===== src/rtl/maxpool_2x2_stream.sv =====
// 2x2 stride-2 max pooling over a serial raster stream.
// A half-width line buffer holds the top-row pair maxima until the bottom row arrives.
module maxpool_2x2_stream #(
  parameter int DATA_W   = 16,
  parameter int DIM_W    = 4,
  parameter int MAX_COLS = 16
) (
  input  logic              clk,
  input  logic              rst_n,
  input  logic              start,
  input  logic [DIM_W-1:0]  feat_row,
  input  logic [DIM_W-1:0]  feat_col,
  input  logic [DATA_W-1:0] in_data,
  input  logic              in_valid,
  output logic              in_ready,
  output logic [DATA_W-1:0] out_data,
  output logic              out_valid,
  input  logic              out_ready,
  output logic              done
);
  localparam int LB_N  = MAX_COLS / 2;
  localparam int LB_AW = (LB_N > 1) ? $clog2(LB_N) : 1;
  localparam logic [DIM_W-1:0] D1 = 1;
  localparam logic [DIM_W:0]   P1 = 1;

  typedef enum logic [1:0] {IDLE, ACC, DRAIN, DONE} state_t;
  state_t state;

  logic [DIM_W-1:0]  fr, fc, r, c;
  logic [DATA_W-1:0] pair;
  logic [DATA_W-1:0] linebuf [LB_N];

  logic [DIM_W:0]    prows, pcols, r_half, c_half;
  logic [LB_AW-1:0]  lb_idx;
  logic [DATA_W-1:0] pm, lb_rd, pooled;
  logic              acc, xfer, col_ok, row_ok, emit, last_in;

  // Odd trailing row/column falls out of the truncating divide.
  assign prows  = ({1'b0, fr} + P1) >> 1;
  assign pcols  = ({1'b0, fc} + P1) >> 1;
  assign r_half = {2'b0, r[DIM_W-1:1]};
  assign c_half = {2'b0, c[DIM_W-1:1]};
  assign lb_idx = LB_AW'(c >> 1);

  assign in_ready = (state == ACC) && (!out_valid || out_ready);
  assign acc      = in_valid && in_ready;
  assign xfer     = out_valid && out_ready;

  assign col_ok  = c[0] && (c_half < pcols);
  assign row_ok  = r[0] && (r_half < prows);
  assign pm      = (in_data > pair) ? in_data : pair;
  assign lb_rd   = linebuf[lb_idx];
  assign pooled  = (lb_rd > pm) ? lb_rd : pm;
  assign emit    = acc && col_ok && row_ok;
  assign last_in = acc && (r == fr) && (c == fc);

  always_ff @(posedge clk) begin
    if (acc && col_ok && !r[0]) linebuf[lb_idx] <= pm;
  end

  always_ff @(posedge clk or negedge rst_n) begin
    if (!rst_n) begin
      state     <= IDLE;
      fr        <= '0;
      fc        <= '0;
      r         <= '0;
      c         <= '0;
      pair      <= '0;
      out_data  <= '0;
      out_valid <= 1'b0;
      done      <= 1'b0;
    end else begin
      done <= 1'b0;
      // A new result wins over a same-cycle transfer, keeping out_valid high.
      if (emit) begin
        out_data  <= pooled;
        out_valid <= 1'b1;
      end else if (xfer) begin
        out_valid <= 1'b0;
      end
      if (acc) begin
        if (!c[0]) pair <= in_data;
        if (c == fc) begin
          c <= '0;
          r <= r + D1;
        end else begin
          c <= c + D1;
        end
      end
      case (state)
        IDLE: if (start) begin
          fr    <= feat_row;
          fc    <= feat_col;
          r     <= '0;
          c     <= '0;
          state <= ACC;
        end
        ACC:   if (last_in) state <= DRAIN;
        DRAIN: if (!out_valid || xfer) begin
          state <= DONE;
          done  <= 1'b1;
        end
        DONE:    state <= IDLE;
        default: state <= IDLE;
      endcase
    end
  end
endmodule

===== config.mk =====
export PLATFORM = sky130hd
export DESIGN_NAME = maxpool_2x2_stream
export DESIGN_NICKNAME = d
export VERILOG_FILES = /design/src/rtl/maxpool_2x2_stream.sv
export SDC_FILE = /design/constraint.sdc
export NUM_CORES = 1
export LEC_CHECK = 0
export BUFFER_PORTS_ARGS = -buffer_cell sky130_fd_sc_hd__buf_4
export CORE_ASPECT_RATIO = 1.75
export CORE_MARGIN = 2
export CORE_UTILIZATION = 55
export CTS_CLUSTER_DIAMETER = 60
export CTS_CLUSTER_SIZE = 14
export DETAILED_ROUTE_END_ITERATION = 10
export GPL_ROUTABILITY_DRIVEN = 1
export MAX_ROUTING_LAYER = met4
export PLACE_DENSITY = 0.76
export REMOVE_ABC_BUFFERS = 1
export SLEW_MARGIN = 30
export SYNTH_ARGS = -nofsm -noshare
export SYNTH_HDL_FRONTEND = slang
export SYNTH_SLANG_ARGS = --single-unit

===== constraint.sdc =====
create_clock -name clk -period 3.8 [get_ports clk]
set_input_delay 0.38 -clock clk [delete_from_list [all_inputs] [get_ports clk]]
set_output_delay 0.38 -clock clk [all_outputs]
set_load 0.01 [all_outputs]

==> results.md, run 1 <==
- The run finished, with violations left.
- The checks that failed: negative hold slack, negative setup slack.
- The final-stage net count is 945.
- After detailed routing, the number of remaining DRC violations is 0.
- The number of design-rule violations left by the first detailed-router iteration is 767.
- Hold timing on the final database bottoms out at a slack of -0.00403 ns.
- The type of element capturing the critical path is a flop.
- The cell area after placement is 0.0103 mm2.
- The CTS H-tree depth is 4.
- Setup repair after global routing could not meet its margin everywhere.
- The tool flagged a number of max-cap violations equal to 0.
- The remaining global-route overflow is 0.
- Of the synthesized area, sequential elements account for 0.573.
- The clock reaches the later pin of the worst-skew pair after 0.44 ns.
- The boundary pin count is 48.
- The most common cell after layout, fill and taps aside is sky130_fd_sc_hd__buf_4.
- The routed layout has 6956 vias.
- In the synthesized netlist the async set-or-reset flop fraction comes to 0.289.
- The total power per unit cell area is 805 mW/mm2.
- The first global-routing pass estimated 37600 um of wire.
- The repair_antennas step left the layout with diodes totalling 0.
- The worst setup path is launched from a flop.
- In this run the tool buffered the top-level ports with 47 buffer cells.
- The number of global-route vias before repair is 7012.
- The clock root buffer is sky130_fd_sc_hd__clkbuf_16.
- In the global route stage, overall resource usage came out at 0.298.
- Yosys mapped a number of flops with a built-in enable equal to 128.
- Entering global routing, the biggest net connects 53 pins.
- In this run the horizontal extent of the chip is 101 um.
- The worst register-to-register path ends at out_data[0].
- Setup violations remaining at the end of the flow were counted as 16.
- The number of iterations in the first detailed-routing pass is 7.
- The number of antenna violations at the first check in global routing came to 0.
- The tightest min-delay check is of the in -> async type.
- The wire length per cell is 23.9 um.
- Measured along the y axis, the die boundary spans 173 um.
- In this run the mean area of a mapped cell was 13.0 um2.
- The unique cell type count in the Yosys netlist is 72.
- The worst path arrival time is 4.35 ns.
- VDD sags by at most 0.000525 V.
- The total of warnings raised by yosys is 0.
- The maximum number of buffers from clock root to sink is 2.
- At the end of routability-driven placement, the weighted congestion stood at 0.895.
- The clock-pin slew of the registers on the worst-case setup and hold paths is 0.07 ns.
- The path type of the worst setup path is reg -> reg.
- The minimum setup slack in the final design is -0.221 ns.
- In the layout the commonest cells are sky130_fd_sc_hd__buf_4 (185), sky130_fd_sc_hd__edfxtp_1 (128), sky130_fd_sc_hd__nand2_1 (62).
- For the worst flop-to-flop path, the logic depth is 20.
- The number of pins with negative max-slew slack in the final report is 0.
- Summing every instance area after synthesis gives 0.00898 mm2.
- The number of instances in the synthesized netlist is 689.
- The synthesized design contains 180 register bits.
- In this run the core area contains 61 standard-cell rows.
- Of all nets on the critical path, the largest fanout is 7.
- The die covers 0.0174 mm2.
- The core region is 0.0160 mm2.
- The maximum operating frequency is 249 MHz.
- The cell area after layout is 0.0117 mm2.
- In this run the worst setup path terminates at out_data[0].
- For the pin with the worst max-slew slack, the measured transition is 0.763 ns.
- Using the TritonRoute via totals, the vias-per-cell ratio works out to 6.48.
- Tracing the worst setup path back leads to its startpoint at pair[14].
- The clock drives 180 sinks.
- Measured against its own limit, the worst slew margin works out to 0.491.
- The aggregate negative setup slack is -1.84 ns.
- The most common flop cell mapped by yosys is sky130_fd_sc_hd__edfxtp_1.
- The final wirelength is 25600 um.
- For the worst setup path, the data required time is 4.13 ns.
- The hold violation total from the final report is 1.
- The detail route stage leaves a number of antenna-violating nets equal to 0.
- The initial standard-cell utilization of the core is 0.563.
- The setup clock skew after layout is 0.0134 ns.
- The time the worst path needs with I/O delays and setup is 4.02 ns.
- In this run the static leakage power is 4.67 nW.
- The post-synthesis to final-layout area growth is 30.0%.
- The slack of the worst reg-to-reg path is -0.22 ns.
- The clock tree from TritonCTS is yes.
- The number of buffers added by the clock tree synthesis step is 17.
- Of the available clock period, the critical path in the final layout requires 1.06.
- The worst flop-to-flop path startpoint is pair[14].
- The placed wire-length estimate after detailed placement is 15800 um.
- The proportion of layout cells with a drive suffix above 1 is 0.402.
## metrics by stage
stage                     utilization  hold WS, ns  power (mW)  setup WS (ns)  std cells
after floorplan                     -       0.0844        4.99         -0.792        650
after global placement          0.646        0.486        6.48         -0.273        995
after detailed placement        0.646        0.489        6.65         -0.391        995
after CTS                       0.713       0.0198        8.85        -0.0688       1056
after global routing            0.732       0.0430        9.80         -0.316       1074
final                           0.732     -0.00403        9.40         -0.221       1074
## Yosys cell counts (8+ instances only)
cell type,count,area share
sky130_fd_sc_hd__clkbuf_1,17,0.0071
sky130_fd_sc_hd__nand3_1,26,0.014
sky130_fd_sc_hd__nand2_1,64,0.027
sky130_fd_sc_hd__a311oi_4,8,0.023
sky130_fd_sc_hd__dfrtp_1,52,0.14
sky130_fd_sc_hd__o211ai_2,10,0.014
sky130_fd_sc_hd__nor2_1,36,0.015
sky130_fd_sc_hd__edfxtp_1,128,0.43
sky130_fd_sc_hd__nor3_1,18,0.010
sky130_fd_sc_hd__mux2i_1,11,0.012
sky130_fd_sc_hd__xor2_1,11,0.011
sky130_fd_sc_hd__inv_1,34,0.014
sky130_fd_sc_hd__o21ai_0,23,0.013
sky130_fd_sc_hd__mux2_2,22,0.028
sky130_fd_sc_hd__ha_1,44,0.061
sky130_fd_sc_hd__nand4_1,24,0.017
sky130_fd_sc_hd__a21oi_1,21,0.012
sky130_fd_sc_hd__mux4_2,16,0.040
sky130_fd_sc_hd__buf_2,15,0.0084
## power by group
group	switching [mW]	internal, mW
clock	0.799	0.977
combinational	2.45	2.26
sequential	0.261	2.65
total	3.51	5.89
## worst min path at each step
stage               depth (start not counted)   endpoint  slack (ns)  start
floorplan                                   0       c[0]        0.08  rst_n
global placement                            1       done        0.49  rst_n
detailed placement                          1  out_valid        0.49  rst_n
CTS                                         1      fc[2]        0.02  rst_n
global route                                1  out_valid        0.04  rst_n
finish                                      1  out_valid      -0.004  rst_n
## critical path, cell delays in order, from the launching register on
cell                      delay [ns]
sky130_fd_sc_hd__dfrtp_1        0.38
sky130_fd_sc_hd__inv_2          0.07
sky130_fd_sc_hd__ha_4           0.27
sky130_fd_sc_hd__nand4_4        0.11
sky130_fd_sc_hd__buf_6          0.14
sky130_fd_sc_hd__nor4_4         0.27
sky130_fd_sc_hd__buf_6          0.18
sky130_fd_sc_hd__nand2_8        0.09
sky130_fd_sc_hd__buf_12         0.19
sky130_fd_sc_hd__buf_4          0.14
sky130_fd_sc_hd__nor2_2         0.07
sky130_fd_sc_hd__a311o_1        0.19
sky130_fd_sc_hd__inv_2          0.06
sky130_fd_sc_hd__ha_2           0.21
sky130_fd_sc_hd__a21oi_2        0.17
sky130_fd_sc_hd__o21ai_1        0.09
sky130_fd_sc_hd__a221o_1        0.36
sky130_fd_sc_hd__o31a_1         0.30
sky130_fd_sc_hd__buf_6          0.15
sky130_fd_sc_hd__a311o_1        0.27
sky130_fd_sc_hd__a22o_1         0.19
## layer usage
metal | share of wire | vias to the layer above | GRT usage
met3 | 0.069 | 146 | 0.0578
met1 | 0.33 | 3409 | 0.316
li1 | - | 2971 | -
met4 | 0.075 | 0 | 0.183
met5 | 0 | - | -
met2 | 0.53 | 430 | 0.502
## state kept, by name, indices dropped and copies added (netlist names)
name	flops
pair	16
fr	4
out_data	16
r	4
c	4
state	2
linebuf	128
fc	4
done	1
out_valid	1
## timing repair
| item | CTS | global route |
|---|---|---|
| endpoints found under the setup margin | 16 | 16 |
| endpoints found under the hold margin | 0 | 0 |
| resized for setup | 33 | 31 |
| setup buffers | 27 | 18 |
| gates cloned | 2 | 2 |
| pin swaps | 22 | 30 |
| hold buffers | 0 | 0 |
## area by class of cell
type | instances | area [um2]
sequential | 180 | 5150
timing repair buffer | 202 | 1690
tap | 189 | 236
multi-input combinational | 433 | 3860
clock inverter | 10 | 93.8
inverter | 38 | 143
fill | 955 | 4270
clock buffer | 22 | 507
## cell families after synthesis
| logic type | count (synthesis) | synth area share |
|---|---|---|
| and+or+nand+nor | 205 | 0.116 |
| muxes | 50 | 0.0812 |
| DFF | 180 | 0.573 |
| xor gates and xnor gates | 18 | 0.0175 |
| buffers and inverters | 77 | 0.0377 |
| adders and majority gates | 44 | 0.0613 |
| AOI/OAI and AO/OA | 115 | 0.113 |
Power figures use the tool's default switching activity.
==> inputs of run 2 (changes only) <==
- GPL_TIMING_DRIVEN: unset -> 0
==> results.md, run 2 (synthesized netlist as in run 1, its figures left out) <==
- Setup repair after global routing could not meet its margin everywhere.
- The total clock sinks is 180.
- The routed design could run at a clock period as short as 4.17 ns.
- The portion of the clock cycle consumed by the worst path in the final layout is 1.10.
- The die covers 0.0174 mm2.
- Across the VDD grid, the largest voltage drop is 0.000493 V.
- The proportion of layout cells with a drive suffix above 1 is 0.348.
- After the first detailed-routing iteration, the DRC count stood at 875.
- The number of global-route vias before repair is 6729.
- In this run, post-CTS hold repair placed 0 buffers.
- The global placer's final weighted congestion is 0.862.
- The hold violation total from the final report is 3.
- Walking the worst path, the cells encountered are inv_2 > ha_4 > nand4_1 > nor4_4 > buf_6 > o21a_4 > buf_6 > nor3_2 > a311oi_4 > ha_4 > nand4_1 > nor2_1 > a221o_1 > o31a_2 > buf_6 > a311o_1 > a22o_1.
- In the global route stage, overall resource usage came out at 0.279.
- The design draws 8.77 mW.
- STA classifies the critical path startpoint as a flop.
- The combined flip-flop and latch cell area is 0.00516 mm2.
- The worst-path maximum fanout is 6.
- The largest registers in the layout are linebuf: 128 flops, out_data: 16 flops, pair: 16 flops.
- The number of antenna violations at the first check in global routing is 0.
- The final-layout fill cell count is 973.
- For this run, the post-layout net count is 862.
- The floorplan step defined a core boundary enclosing 0.0160 mm2.
- The flow ran to the end, but the final reports show violations.
- The antenna violation net count after detailed routing is 0.
- TritonCTS built the clock tree.
- The final reports fail on negative hold slack, negative setup slack.
- The number of pins with negative max-slew slack in the final report came to 0.
- The first global-routing pass estimated 35700 um of wire.
- The top cell types in the final layout, fill and taps aside, are sky130_fd_sc_hd__edfxtp_1 (128), sky130_fd_sc_hd__buf_4 (102), sky130_fd_sc_hd__nand2_1 (61).
- After layout, the worst setup slack is -0.367 ns.
- The cell repeated most along the worst path is sky130_fd_sc_hd__buf_6.
- In this run the core area contains 61 standard-cell rows.
- The final wirelength is 24200 um.
- The clock root buffer is sky130_fd_sc_hd__clkbuf_16.
- The clock-pin slew of the registers on the worst-case setup and hold paths is 0.08 ns.
- Setup violations remaining at the end of the flow were counted as 16.
- The most common cell after layout, fill and taps aside is sky130_fd_sc_hd__edfxtp_1.
- The number of antenna repair diodes is 0.
- The remaining global-route overflow is 0.
- For the pin with the worst max-slew slack, the measured transition is 0.768 ns.
- The largest net degree at the start of global routing is 53.
- Data on the critical path arrives at its endpoint at 4.49 ns.
- No sink is reached through more buffers than the 2 on the longest clock path.
- The register with the most flip-flops in the layout has 128 of them.
- In the final layout, the multi-input gates occupy 0.00397 mm2.
- Ranked by flip-flop count, first place goes to linebuf.
- Once detailed placement completed, the half-perimeter wirelength came to 14000 um.
- 48 I/O pins were placed.
- The leakage power is 4.24 nW.
- Final hold analysis gives a worst-case slack of -0.00619 ns.
- The post-synthesis to final-layout area growth is 22.5%.
- The total power per unit cell area is 797 mW/mm2.
- For the final database, setup skew stands at 0.0159 ns.
- Max-cap violations in this run came to 0.
- Headroom to the max-slew limit came out at 0.486.
- The data required time of the worst path is 4.12 ns.
- After detailed routing, the number of remaining DRC violations is 0.
- The mean number of vias per cell is 6.67.
- The latest clock arrival within the worst-skew pair is 0.44 ns.
- The worst setup path is of the reg -> reg kind.
- Summing over every cut layer, the via total after detailed routing is 6612.
- The path class of the tightest hold or removal check is in -> async.
- In this run, CTS created clock tree buffers numbering 17.
- The initial utilization of the core area, before any placement, comes to 0.563.
- The wire length per cell is 24.4 um.
- The number of iterations in the first detailed-routing pass is 5.
- The worst setup path is captured at a flop.
- The slowest stage of the critical path belongs to the cell sky130_fd_sc_hd__a311oi_4.
- The aggregate negative setup slack is -5.01 ns.
- Measured along the y axis, the die boundary spans 173 um.
- The peak per-stage delay on the critical path is 0.43 ns.
- In this run the number of H-tree levels came out at 4.
- The die is 101 um wide.
- The maximum operating frequency is 240 MHz.
- The count of input and output buffers is 47.
==> run 2: cell count changes in the layout (fill, tap and decap cells not counted), sizes merged <==
cell      delta
buf         -87
clkbuf       -4
inv          +3
nand2        +2
clkinv       +1
clkinvlp     -1
nand2b       +1
o21a         +1
or3          +1
==> run 2: timing repair <==
action                                  4_1_cts  5_1_grt
resized for setup                            43       25
gates cloned                                  5        1
setup buffers                                50        8
pin swaps                                    23       16
endpoints found under the setup margin       16       16
==> run 2: layout make-up <==
class | count | share of cell area
clock buffers | 19 | 0.0412
clock inverters | 13 | 0.0117
inverters | 38 | 0.0130
multi-input cells | 438 | 0.360
flip-flops and latches | 180 | 0.468
well taps | 189 | 0.0215
repair buffers | 114 | 0.0841
==> run 2: worst max-delay path, delay by kind of cell, from the launching register on <==
family,cells,cell delay (ns)
flops,1,0.37
fa+ha+maj,2,0.56
simple gates,5,0.85
buf+inv,4,0.52
compound gates,6,1.75
==> run 2: power by group <==
part	internal [mW]	switching (mW)	leakage, nW	total [mW]
clock network	0.915	0.834	0.291	1.75
registers	2.65	0.369	1.83	3.02
logic	1.82	2.19	2.13	4.01
==> run 2: final timing paths <==
kind / startpoint / end / slack, ns / cells past startpoint
max: pair[7] / out_data[0] / -0.37 / 17
min: rst_n / done / -0.006 / 1
max reg2reg: pair[7] / out_data[0] / -0.37 / 17
min reg2reg: out_data[12] / out_data[12] / 0.53 / 2
max in group asynchronous: rst_n / c[1] / 3.26 / 1
min in group clk: feat_row[1] / fr[1] / 0.17 / 2
==> run 2: per-layer routing <==
metal | vias to the layer above | routed length (um) | global-route usage | part of all wire
met5 | - | 0 | - | 0
met4 | 0 | 1430 | 0.148 | 0.059
met3 | 116 | 1620 | 0.0501 | 0.067
met2 | 436 | 12800 | 0.473 | 0.53
met1 | 3234 | 8370 | 0.308 | 0.35
li1 | 2826 | - | - | -
==> run 2: stage by stage <==
| stage | instance area, um2 | util | instances | worst slack [ns] |
|---|---|---|---|---|
| final | 11000 | 0.690 | 991 | -0.367 |
| after floorplan | 8790 | - | 650 | -0.792 |
| after global routing | 11000 | 0.690 | 991 | -0.404 |
| after CTS | 10800 | 0.677 | 982 | -0.0998 |
| after detailed placement | 9520 | 0.597 | 895 | -1.89 |
| after global placement | 9380 | 0.588 | 886 | -2.18 |
==> inputs of run 3 (changes only) <==
- CORE_UTILIZATION: 55 -> 35
- PLACE_DENSITY: 0.76 -> unset
==> results.md, run 3 (synthesized netlist as in run 1, its figures left out) <==
- The run finished, with violations left.
- The placement row count is 77.
- For this design the total switching power over the nets is 3.13 mW.
- The number of design-rule violations left by the first detailed-router iteration is 364.
- The remaining routing DRC violations is 0.
- The data required time of the worst path is 4.13 ns.
- The capturing point of the worst reg2reg path is out_data[0].
- The proportion of power drawn by flip-flops and latches is 0.340.
- The worst pin sits at a relative slew slack of 0.449.
- The filler cells instantiated in the layout total 2299.
- The remaining global-route overflow is 0.
- From synthesis to final layout, the design area changed by 25.8%.
- Before antenna repair, the detailed router went through 7 iterations.
- The count of max-cap constraint violations is 0.
- Summed over all cells, the static leakage comes to 4.28 nW.
- The detail route stage leaves a number of antenna-violating nets equal to 0.
- The longest clock path from root to sink contains 2 buffers.
- In the final layout, the registers with the most flip-flops are linebuf: 128 flops, out_data: 16 flops, pair: 16 flops.
- Setup repair after global routing could not meet its margin everywhere.
- For the pin with the worst max-slew slack, the measured transition is 0.827 ns.
- Of the total power, the clock network draws 0.223.
- The hold violation total from the final report came to 0.
- The minimum setup slack in the final design is -0.198 ns.
- The number of antenna repair diodes is 0.
- Measured in cells, the most critical reg-to-reg path has a length of 17.
- The total track usage is 0.183.
- The time the worst path needs with I/O delays and setup is 4.00 ns.
- The worst path arrival time is 4.32 ns.
- The die is 125 um wide.
- The most common cell after layout, fill and taps aside is sky130_fd_sc_hd__edfxtp_1.
- Power spread over the standard cell area amounts to 772 mW/mm2.
- The routed design has 23200 um of wire.
- The path type of the worst setup path is reg -> reg.
- The worst flop-to-flop path startpoint is pair[13].
- The slack of the worst reg-to-reg path is -0.20 ns.
- The largest net degree at the start of global routing is 53.
- The first global-routing pass estimated 36600 um of wire.
- Timing would allow up to 250 MHz.
- Summed over all failing endpoints, the final setup total negative slack is -0.915 ns.
- The mean number of vias per cell is 5.48.
- Once placement finished, the instance area stood at 0.00986 mm2.
- The CTS H-tree depth is 4.
- The number of global-route vias before repair was 6477.
- The internal power contribution is 5.59 mW.
- The non-filler instance count after layout is 1114.
- In this run, CTS created clock tree buffers numbering 17.
- The count of input and output buffers is 47.
- The post-placement cell count is 1031.
- Dividing the final minimum period by the clock period gives 1.05.
- The number of flip-flops in the largest register is 128.
- In this run the standard cell core region covers 0.0252 mm2.
- TritonCTS built the clock tree.
- The total clock sinks is 180.
- In this run the worst path has a maximum fanout of 6.
- Setup violations remaining at the end of the flow were counted as 15.
- The wire-length estimate of the detail-placed layout is 15000 um.
- The total power is 8.72 mW.
- VDD sags by at most 0.000425 V.
- The number of antenna violations at the first check in global routing is 0.
- Buffers inserted to repair hold after CTS numbered 0.
- The latest clock arrival within the worst-skew pair is 0.43 ns.
- The initial standard-cell utilization of the core is 0.356.
- The clock-pin slew of the registers on the worst-case setup and hold paths is 0.07 ns.
- For the final database, setup skew stands at 0.0110 ns.
- The checks that failed: negative setup slack.
- The die outline height is 216 um.
- The register with the most flip-flops is linebuf.
- The clock root buffer is sky130_fd_sc_hd__clkbuf_16.
- Summing over every cut layer, the via total after detailed routing is 6101.
- The proportion of layout cells with a drive suffix above 1 is 0.342.
- The library cells used most frequently in the layout, excluding fill and tap cells, are sky130_fd_sc_hd__edfxtp_1 (128), sky130_fd_sc_hd__buf_4 (96), sky130_fd_sc_hd__nand2_1 (61).
- The cell area after layout is 0.0113 mm2.
- 48 I/O pins were placed.
- The type of the most critical hold path is in -> async.
- After the last flow step, the layout net total stands at 858.
- Of the total power, the share spent switching nets is 0.359.
- The share of total power dissipated in combinational logic is 0.437.
- In the final routed layout, each cell accounts on average for 20.8 um.
- The post-route worst hold slack is 0.0161 ns.
- The type of element capturing the critical path is a flop.
- The number of pins with negative max-slew slack in the final report is 0.
- The die outline area is 0.0270 mm2.
- The global placer's final weighted congestion is 0.805.
- STA classifies the critical path startpoint as a flop.
-- run 3: cell types whose count changed in the layout (fill, tap and decap cells not counted), moves of 3 or more --
| cell | previous run | this run |
|---|---|---|
| sky130_fd_sc_hd__buf_16 | 1 | 4 |
| sky130_fd_sc_hd__nor2_1 | 27 | 31 |
| sky130_fd_sc_hd__buf_4 | 102 | 96 |
| sky130_fd_sc_hd__buf_12 | 1 | 6 |
| sky130_fd_sc_hd__bufinv_16 | 0 | 5 |
| sky130_fd_sc_hd__nor2_2 | 3 | 0 |
| sky130_fd_sc_hd__inv_8 | 5 | 0 |
| sky130_fd_sc_hd__buf_6 | 10 | 5 |
| sky130_fd_sc_hd__clkinv_2 | 0 | 3 |
-- run 3: power by group through the flow --
stage               Sequential [mW]  Combinational [mW]  Clock (mW)
global route                   3.01                4.20        2.05
CTS                            2.97                3.72        1.98
floorplan                      2.95                2.03           0
detailed placement             3.05                2.96           0
global placement               3.06                2.85           0
finish                         2.96                3.81        1.94
-- run 3: worst max-delay path by stage --
stage               endpoint   startpoint  slack, ns
5_1_grt          out_data[0]      pair[7]      -0.32
4_1_cts          out_data[0]      pair[7]      -0.11
6_report         out_data[0]     pair[13]      -0.20
2_1_floorplan    out_data[2]  in_data[15]      -0.79
3_5_place_dp     out_data[2]  in_data[13]      -1.96
3_3_place_gp   linebuf[1][4]         c[2]      -2.59
-- run 3: routing by layer --
metal / share of wire / vias to the layer above / wire [um] / global-route usage
li1: - / 2793 / - / -
met1: 0.38 / 3105 / 8780 / 0.200
met2: 0.55 / 157 / 12900 / 0.329
met3: 0.035 / 46 / 808 / 0.0268
met4: 0.034 / 0 / 778 / 0.0800
met5: 0 / - / 0 / -
-- run 3: layout make-up --
cell class | count | area, um2 | area share
multi-input combinational | 435 | 3920 | 0.347
inverter | 38 | 143 | 0.0126
clock buffer | 17 | 425 | 0.0376
clock inverter | 15 | 224 | 0.0198
tap | 316 | 395 | 0.0350
sequential | 180 | 5160 | 0.456
timing repair buffer | 113 | 1040 | 0.0918
-- run 3: critical path, stage by stage, from the launching register on --
cell and delay [ns]:
sky130_fd_sc_hd__dfrtp_1 0.38, sky130_fd_sc_hd__inv_1 0.13, sky130_fd_sc_hd__ha_4 0.23, sky130_fd_sc_hd__nand4_4 0.13, sky130_fd_sc_hd__buf_4 0.13, sky130_fd_sc_hd__o21ba_4 0.12, sky130_fd_sc_hd__and3_4 0.22, sky130_fd_sc_hd__nand3_4 0.15
sky130_fd_sc_hd__buf_6 0.18, sky130_fd_sc_hd__a311oi_4 0.31, sky130_fd_sc_hd__ha_1 0.30, sky130_fd_sc_hd__nand4_1 0.19, sky130_fd_sc_hd__nor2_1 0.09, sky130_fd_sc_hd__a221o_1 0.36, sky130_fd_sc_hd__o31a_2 0.39, sky130_fd_sc_hd__buf_6 0.14
sky130_fd_sc_hd__a311o_1 0.27, sky130_fd_sc_hd__a22o_1 0.18
-- run 3: per-stage QoR --
step / setup slack (ns) / util
after floorplan: -0.792 / -
after global placement: -2.59 / 0.378
after detailed placement: -1.96 / 0.390
after CTS: -0.106 / 0.443
after global routing: -0.322 / 0.448
final: -0.198 / 0.448
-- run 3: timing repair --
item                                    CTS  global route
endpoints found under the setup margin   16            16
buffers inserted                         43             5
resized for setup                        46            14
pin swaps                                36             8
gates cloned                              3             0
